===== config.mk =====
export PLATFORM = sky130hd
export DESIGN_NAME = elastic_pipe
export DESIGN_NICKNAME = d
export VERILOG_FILES = /design/src/rtl/msm_pipe_pkg.sv /design/src/rtl/elastic_stage.sv /design/src/rtl/elastic_pipe.sv
export SDC_FILE = /design/constraint.sdc
export NUM_CORES = 1
export LEC_CHECK = 0
export CAP_MARGIN = 20
export CORE_AREA = 4 4 41 43
export CTS_CLUSTER_SIZE = 40
export DETAILED_ROUTE_END_ITERATION = 10
export DIE_AREA = 0 0 45 47
export PLACE_DENSITY = 0.3
export SYNTH_ARGS = -nofsm -noshare
export SYNTH_HDL_FRONTEND = slang
export SYNTH_SLANG_ARGS = --single-unit

===== constraint.sdc =====
create_clock -name clk -period 2 [get_ports clk]
set_input_delay 0.2 -clock clk [delete_from_list [all_inputs] [get_ports clk]]
set_output_delay 0.2 -clock clk [all_outputs]
set_load 0.02 [all_outputs]

===== src/rtl/msm_pipe_pkg.sv =====
// Shared limits and helpers for the msm pipeline blocks.
// Holds the legal DEPTH/WIDTH ranges and the occupancy-counter width function.
package msm_pipe_pkg;

    localparam int WIDTH_MIN = 1;
    localparam int WIDTH_MAX = 1024;
    localparam int DEPTH_MIN = 1;
    localparam int DEPTH_MAX = 32;

    // Bits needed to hold an occupancy count of 0..depth inclusive.
    function automatic int cnt_w(input int depth);
        return $clog2(depth + 1);
    endfunction

endpackage


===== src/rtl/elastic_stage.sv =====
// One elastic register stage: valid flop, data flop, advance logic; data reset under ELASTIC_PIPE_DATA_RST_EN.
// Latency: 1 cycle per stage.
// Backpressure: in_rdy = empty or advancing, combinational from out_rdy.
module elastic_stage #(
    parameter int WIDTH = 1
) (
    input  logic             clk,
    input  logic             rst,
    input  logic             flush,
    input  logic             in_vld,
    input  logic [WIDTH-1:0] in_dat,
    output logic             in_rdy,
    input  logic             out_rdy,
    output logic             out_vld,
    output logic [WIDTH-1:0] out_dat
);

    (* shreg_extract = "no" *) logic             vld_q;
    (* shreg_extract = "no" *) logic [WIDTH-1:0] dat_q;
    logic load;

    assign in_rdy  = !vld_q || out_rdy;
    assign load    = in_vld && in_rdy && !flush;
    assign out_vld = vld_q;
    assign out_dat = dat_q;

    always_ff @(posedge clk) begin
        if (rst || flush) begin
            vld_q <= 1'b0;
        end else if (in_rdy) begin
            vld_q <= in_vld;
        end
    end

`ifdef ELASTIC_PIPE_DATA_RST_EN
    always_ff @(posedge clk) begin
        if (rst) begin
            dat_q <= '0;
        end else if (load) begin
            dat_q <= in_dat;
        end
    end
`else
    // Payload flops carry no reset; only valid bits define pipe state.
    always_ff @(posedge clk) begin
        if (load) begin
            dat_q <= in_dat;
        end
    end
`endif

endmodule


===== src/rtl/elastic_pipe.sv =====
// Valid/ready pipe of DEPTH bubble-collapsing stages with flush and occupancy count; ELASTIC_PIPE_DATA_RST_EN resets data.
// Latency: DEPTH cycles on an empty, unstalled pipe; one beat per cycle throughput.
// Backpressure: ready_o ripples combinationally from ready_i; forced low during flush_i.
module elastic_pipe
    import msm_pipe_pkg::*;
#(
    parameter int WIDTH = 1,
    parameter int DEPTH = 1
) (
    input  logic                       clk,
    input  logic                       rst,
    input  logic                       flush_i,
    input  logic                       valid_i,
    input  logic [WIDTH-1:0]           data_i,
    output logic                       ready_o,
    output logic                       valid_o,
    output logic [WIDTH-1:0]           data_o,
    input  logic                       ready_i,
    output logic [cnt_w(DEPTH)-1:0]    count_o
);

    localparam int CW = cnt_w(DEPTH);

    if (DEPTH < DEPTH_MIN || DEPTH > DEPTH_MAX || WIDTH < WIDTH_MIN || WIDTH > WIDTH_MAX) begin : g_bad_param
        $error("elastic_pipe: DEPTH or WIDTH outside legal range");
    end

    for (genvar k = 0; k < DEPTH; k++) begin : g_stage
        logic             s_vld;
        logic [WIDTH-1:0] s_dat;
        logic             s_rdy;
        logic             o_rdy;
        logic             o_vld;
        logic [WIDTH-1:0] o_dat;

        if (k == 0) begin : g_head
            assign s_vld = valid_i && !flush_i;
            assign s_dat = data_i;
        end else begin : g_body
            assign s_vld = g_stage[k-1].o_vld;
            assign s_dat = g_stage[k-1].o_dat;
        end

        if (k == DEPTH - 1) begin : g_tail
            assign s_rdy = ready_i;
        end else begin : g_link
            assign s_rdy = g_stage[k+1].o_rdy;
        end

        elastic_stage #(.WIDTH(WIDTH)) u_stage (
            .clk     (clk),
            .rst     (rst),
            .flush   (flush_i),
            .in_vld  (s_vld),
            .in_dat  (s_dat),
            .in_rdy  (o_rdy),
            .out_rdy (s_rdy),
            .out_vld (o_vld),
            .out_dat (o_dat)
        );
    end

    assign ready_o = g_stage[0].o_rdy && !flush_i;
    assign valid_o = g_stage[DEPTH-1].o_vld;
    assign data_o  = g_stage[DEPTH-1].o_dat;

    // Occupancy tracked incrementally; equals the sum of stage valids.
    (* shreg_extract = "no" *) logic [CW-1:0] count_q;
    logic in_xfer;
    logic out_xfer;

    assign in_xfer  = valid_i && ready_o;
    assign out_xfer = valid_o && ready_i;
    assign count_o  = count_q;

    always_ff @(posedge clk) begin
        if (rst || flush_i) begin
            count_q <= '0;
        end else begin
            count_q <= count_q + CW'(in_xfer) - CW'(out_xfer);
        end
    end

endmodule


Yosys cells after proc, flatten, opt, wreduce, memory -nomap -nowiden
Index checks and enable logic that the tools add are counted.

storage, ports and cells
  input port bits = 6
  word-level logic and storage cells = 15
  flip-flop bits (word level) = 3
  output and inout port bits = 4

operators by class
  add/sub/neg operators = 2
  reduce and logical (&&, ||, !) cells = 10

operator list
  cell               count
  logical AND 1 bit  6
  logical NOT 1 bit  2
  logical OR 1 bit   2
  adder 1 bit        1
  subtractor 1 bit   1

Depth between registers and ports, before layout
Gate-level depths: netlist of run 1.

  word-level depth = 6
  mapped depth = 3
  mapped depth without buffers = 3

By module
Synthesis of run 1 repeated with hierarchy kept, for this count alone.

second synthesis, totals
  cells, all modules = 13
  area total of the unflattened synthesis = 162.7 um^2

by module, submodules not included
  module         times used  area each (um^2)  cells each
  elastic_stage  1           87.6              6
  elastic_pipe   1           75.1              7

Worst setup path after synthesis of run 1
No wires, ideal clock.

  path kind = flip-flop to flip-flop
  start = register g_stage[0].u_stage.vld_q
  end = register g_stage[0].u_stage.dat_q (enable)
  period minus slack after synthesis = 1.315 ns
  arrival = 1.022 ns
  path buffers = 0
  cell stages (with the launch flop) = 4
  slack = 0.685 ns
  path through = dfxtp_1 nor2b_1 nor2_1 and2_1

between the ends
  cells in the longest elaborated chain, start to end = 4

ends and longest elaborated chain
  what                               line                 text
  from (decl)                        elastic_stage.sv:18  (* shreg_extract = "no" *) logic vld_q;
  from (signal assigned)             elastic_stage.sv:31  vld_q <= in_vld;
  logical NOT 1 bit                  elastic_stage.sv:22  assign in_rdy = !vld_q || out_rdy;
  logical OR 1 bit                   elastic_stage.sv:22
  logical AND 1 bit (2 in a row)     elastic_stage.sv:23  assign load = in_vld && in_rdy && !flush;
  named net g_stage[0].u_stage.load  elastic_stage.sv:20  logic load;
  to (signal assigned)               elastic_stage.sv:47  dat_q <= in_dat;
  to (decl)                          elastic_stage.sv:19  (* shreg_extract = "no" *) logic [WIDTH-1:0] dat_q;

The timed path passes the listed nets, and every way through them passes these cells.
A chain may end at the register's enable or synchronous reset.

Worst setup path in the final report of run 1
  start = input ready_i
  end = output ready_o

between the ends
  cells in the longest elaborated chain, start to end = 2

ends and longest elaborated chain
  what               line                 text
  from (decl)        elastic_pipe.sv:18   input logic ready_i,
  logical OR 1 bit   elastic_stage.sv:22
  logical AND 1 bit  elastic_pipe.sv:63   assign ready_o = g_stage[0].o_rdy && !flush_i;
  to (decl)          elastic_pipe.sv:15   output logic ready_o,

No other way between the ends.

==> results of run 1 <==
## report_power, final
group          total [mW]  switching, mW  internal (mW)
registers          0.0677        0.00134         0.0664
logic              0.0316         0.0123         0.0192
clock network       0.104         0.0289         0.0746
total               0.203         0.0426          0.160
## per-stage QoR
stage          cells    util
2_1_floorplan     13       -
3_3_place_gp      37  0.1837
3_5_place_dp      37  0.1837
4_1_cts           41  0.2038
5_1_grt           41  0.2038
6_report          41  0.2038
## logic make-up after synthesis
logic type      count (synthesis)  synth area share
compound gates                  3            0.1538
flops                           3            0.5385
simple gates                    7            0.3079
## cells in the final DEF, fill, tap and decap left out
| cell type | count |
|---|---|
| dfxtp_1 | 2 |
| nand3b_1 | 1 |
| nor2_1 | 2 |
| clkdlybuf4s50_1 | 9 |
| clkbuf_1 | 1 |
| nor2b_1 | 1 |
| a21oi_1 | 1 |
| nand2b_1 | 1 |
| clkbuf_4 | 3 |
| and2_1 | 1 |
| o21a_1 | 2 |
| edfxtp_1 | 1 |
| and3_1 | 1 |
## critical path: cells and delay by family
kind,cells,cell delay [ns]
buf+inv,2,1.10
simple gates,2,0.17
## metal layers
layer  vias to the layer above  part of all wire
li1                         73                 -
met1                        55              0.39
met2                         7              0.37
met3                         0              0.23
met4                         0                 0
met5                         -                 0
## registers in the layout, summed over array words and instances, names as in the netlist
name,flops
g_stage.u_stage.out_dat,1
count_o,1
g_stage.u_stage.out_vld,1
## final timing paths
kind                                           start                                   end  slack (ns)  cells after the start
min                                           data_i  g_stage[0].u_stage.out_dat$_DFFE_PP_        0.54                      1
min reg2reg                       count_o$_SDFF_PP0_                    count_o$_SDFF_PP0_        0.55                      2
max                                          ready_i                               ready_o        0.33                      4
max reg2reg  g_stage[0].u_stage.out_vld$_SDFFE_PP0N_  g_stage[0].u_stage.out_dat$_DFFE_PP_        1.01                      3
## cell type report
class / count / area (µm²) / share of cell area
Clock buffer: 4 / 26.28 / 0.09906
Multi-Input combinational cell: 10 / 60.06 / 0.2264
Sequential cell: 3 / 70.07 / 0.2642
Tap cell: 15 / 18.77 / 0.07075
Timing Repair Buffer: 9 / 90.09 / 0.3396
==> results.py, run 1 <==
metrics = {
    "sta": {
        "skew_ns": 0.00002295,
        "whs_ns": 0.5440,
        "worstMarginPinSlew_ns": 0.2265,
        "timing.fmax_mhz": 600.4,
        "max_slew_margin": 0.8485,
        "min_period_ns": 1.666,
        "post-route-period-util": 0.8328,
        "final-setup-viol-count": 0,
        "rsz0062_at_grt": "no",
        "tns_ns": 0,
        "final_max_slew_viol_count": 0,
        "hold_violations": 0,
        "worst_slack_ns": 0.3344,
    },
    "power": {
        "p_leak_nw": 0.1001,
        "power_mw": 0.2028,
        "power.density_nw_per_um2": 764.5,
        "peakVddDrop_mv": 0.3352,
    },
    "floorplanning": {
        "die_h_um": 47,
        "start_util": 0.1000,
        "dieArea_um2": 2115,
        "placementRows": 13,
        "die_w_um": 45,
        "coreArea_um2": 1301,
        "ios": 10,
    },
    "logic_synthesis": {
        "synth-async-reset-ratio": 0,
        "postSynthAreaPerCell_um2": 10.01,
        "synth-edff-count": 1,
        "seq_area_frac_synth": 0.5385,
        "synthesis.area_um2": 130.1,
        "synth_nets": 19,
        "synth.area.top_cells": "dfxtp_1, edfxtp_1, o21a_1",
        "ys_ff_latch": 3,
        "synth_top_area_frac": 0.3077,
        "synth_top_cell_by_area": "dfxtp_1",
        "yosys-top-cells-count": "dfxtp_1, nor2_1, o21a_1",
        "ys_warn_count": 0,
        "netlist-cell-type-count": 10,
        "synth-main-ff-cell": "dfxtp_1",
        "syn_inst": 13,
    },
    "setup_path": {
        "critPathSlowestCell": "clkdlybuf4s50_1",
        "cpMostUsedCell": "clkdlybuf4s50_1",
        "start_kind": "input port",
        "required_ns": 1.80,
        "worstPathCellList": "clkdlybuf4s50_1, nor2b_1, nor2_1, clkdlybuf4s50_1",
        "end_kind": "primary output",
        "crit_fanout": 2,
        "worst-setup-path-type": "input port to primary output",
        "slowest_delay_ns": 0.62,
        "cp.arrival_ns": 1.47,
    },
    "clocking": {
        "hold_buffers": 0,
        "h-tree-depth": 1,
        "cts_sinks": 3,
        "clk_pin_slew_ns": 0.03,
        "cts_tree": "done",
        "cts_root_buf": "clkbuf_4",
        "clockBufferDepth": 2,
        "post_cts_buffers": 0,
        "post_cts_resized": 0,
        "cts_buffers": 3,
        "clk_latency_ns": 0.23,
    },
    "final_layout": {
        "syn2layout_area_growth_pct": 103.8,
        "num_antenna_cells": 0,
        "fillers": 150,
        "drive_gt1_frac": 0.1154,
        "stdcell_area_um2": 265.3,
        "nets": 33,
    },
    "global_route": {
        "grt_max_degree": 5,
        "grt_pass1_vias": 133,
        "met1_usage": 0.03175,
        "grt_pass1_wl_um": 510,
        "grtUsageMet2": 0.04802,
        "busiest_layer": "met3",
        "gr-total-overflow": 0,
        "antenna_found_initial": 0,
        "grtUsageMet3": 0.06897,
        "gr-usage-all-layers": 0.04104,
    },
    "drt": {
        "ant_nets": 0,
        "routed_wl_um": 323,
        "drc_errors": 0,
        "num_vias": 135,
        "dr.pass1.iters": 3,
        "viasPerCell": 3.293,
        "wl_per_cell_um": 7.878,
        "drtIter0Drc": 3,
    },
    "run_status": {
        "status": "finished, final reports clean",
    },
    "place": {
        "port-buffer-count": 9,
        "place_area_um2": 239.0,
        "gp_congestion": 0.6415,
        "dp_slack_ns": 0.3285,
    },
    "min_path": {
        "hold_path_class": "input port to flip-flop",
    },
    "flow_run": {
        "cap_violations": 0,
    },
}
Power figures use the tool's default switching activity.
==> run 2: changes to the inputs <==
clock period = 1.4 ns   (was 2 ns; I/O delays follow)
==> results.py, run 2 (synthesis results as in run 1) <==
metrics = {
    "drt": {
        "ant_nets": 0,
        "routed_wl_um": 367,
        "wl_per_cell_um": 8.738,
        "drc_errors": 0,
        "dr.pass1.iters": 2,
        "drtIter0Drc": 2,
        "viasPerCell": 3.333,
        "num_vias": 140,
    },
    "global_route": {
        "grt_max_degree": 5,
        "gr-total-overflow": 0,
        "grt_pass1_vias": 165,
        "antenna_found_initial": 0,
        "grt_pass1_wl_um": 641,
        "gr-usage-all-layers": 0.05051,
    },
    "setup_path": {
        "worst-setup-path-type": "flip-flop to primary output",
        "critPathSlowestCell": "clkdlybuf4s50_1",
        "required_ns": 1.26,
        "slowest_delay_ns": 0.61,
        "ff2ff_setup_slack_ns": 0.42,
        "cp.arrival_ns": 1.18,
        "crit_family": "buffers and inverters",
        "start_kind": "flip-flop",
        "cp.buffers_inverters": 1,
        "reg2reg_to": "g_stage[0].u_stage.out_dat$_DFFE_PP_",
        "ff2ff_path_depth": 3,
        "crit_fanout": 4,
        "r2r-start": "g_stage[0].u_stage.out_vld$_SDFFE_PP0N_",
        "end_kind": "primary output",
        "worstPathCellList": "clkdlybuf4s50_1",
    },
    "clocking": {
        "hold_buffers": 0,
        "cts_sinks": 3,
        "post_cts_resized": 1,
        "clockBufferDepth": 2,
        "cts_tree": "done",
        "h-tree-depth": 1,
        "cts_root_buf": "clkbuf_4",
        "post_cts_buffers": 0,
        "clk_latency_ns": 0.23,
        "cts_buffers": 3,
        "clk_pin_slew_ns": 0.03,
    },
    "final_layout": {
        "multi_input_area_um2": 60.06,
        "num_antenna_cells": 0,
        "seq_area_um2": 70.07,
        "syn2layout_area_growth_pct": 108.7,
        "final_common_cell": "clkdlybuf4s50_1",
        "final_cell_mix": "clkdlybuf4s50_1, clkbuf_4, nor2_1, o21a_1, dfxtp_1",
        "stdcell_area_um2": 271.5,
        "drive_gt1_frac": 0.1481,
        "fin_util": 0.2087,
        "fillers": 152,
        "nets": 34,
    },
    "floorplanning": {
        "placementRows": 13,
        "die_w_um": 45,
        "start_util": 0.1000,
        "ios": 10,
        "die_h_um": 47,
        "coreArea_um2": 1301,
        "dieArea_um2": 2115,
    },
    "min_path": {
        "min-delay-start": "data_i",
        "holdPathStages": 1,
        "hold_path_class": "input port to flip-flop",
        "whs_endpoint": "g_stage[0].u_stage.out_dat$_DFFE_PP_",
    },
    "place": {
        "port-buffer-count": 9,
        "gp_congestion": 0.6785,
        "place_hpwl_um": 285.4,
        "place_area_um2": 246.5,
    },
    "sta": {
        "rsz0062_at_grt": "no",
        "final_max_slew_viol_count": 0,
        "post-route-period-util": 0.9429,
        "hold_violations": 0,
        "max_slew_margin": 0.8564,
        "skew_ns": 0.001501,
        "min_period_ns": 1.320,
        "worstMarginPinSlew_ns": 0.2147,
        "final-setup-viol-count": 0,
        "timing.fmax_mhz": 757.5,
        "whs_ns": 0.4769,
    },
    "power": {
        "p_leak_nw": 0.1070,
        "peakVddDrop_mv": 0.4042,
        "power.density_nw_per_um2": 1064,
    },
    "flow_run": {
        "cap_violations": 0,
    },
    "run_status": {
        "status": "finished, final reports clean",
    },
}
==> run 2: changes by cell type in the layout (fill, tap and decap cells not counted), sizes merged <==
cell / previous run / this run
buf: 0 / 1
clkdlybuf4s50: 9 / 8
dlygate4sd2: 0 / 1
==> run 2: power by group <==
part	internal [mW]	total, mW	switching [mW]
logic	0.0271	0.0450	0.0179
registers	0.0948	0.0970	0.00220
clock network	0.107	0.147	0.0404
==> run 2: area by class of cell <==
class                           instances  share of cell area
Sequential cell                         3              0.2581
Clock buffer                            4             0.09677
Timing Repair Buffer                   10              0.3548
Tap cell                               15             0.06912
Multi-Input combinational cell         10              0.2212
==> run 2: worst max path at each step <==
stage | end | slack [ns] | startpoint | cells past startpoint
after floorplan | g_stage[0].u_stage.out_dat$_DFFE_PP_ | 0.09 | g_stage[0].u_stage.out_vld$_SDFFE_PP0N_ | 3
after global placement | ready_o | -0.16 | ready_i | 4
after detailed placement | ready_o | -0.16 | ready_i | 4
after CTS | valid_o | 0.06 | g_stage[0].u_stage.out_vld$_SDFFE_PP0N_ | 1
after global routing | count_o | 0.01 | count_o$_SDFF_PP0_ | 1
final | valid_o | 0.08 | g_stage[0].u_stage.out_vld$_SDFFE_PP0N_ | 1
==> run 2: through the flow <==
stage	total power, mW	worst slack, ns	setup TNS (ns)	cells
after floorplan	0.1155	0.08540	0	13
after global routing	0.3226	0.01337	0	42
after CTS	0.3003	0.05983	0	42
after detailed placement	0.1446	-0.1555	-0.1555	38
after global placement	0.1448	-0.1583	-0.1583	38
final	0.2890	0.07991	0	42
==> run 2: routing by layer <==
metal	track usage	vias up	part of all wire
met4	0.03509	0	0
met1	0.04082	61	0.45
li1	-	74	-
met2	0.06780	5	0.47
met3	0.06130	0	0.082
met5	0	-	0
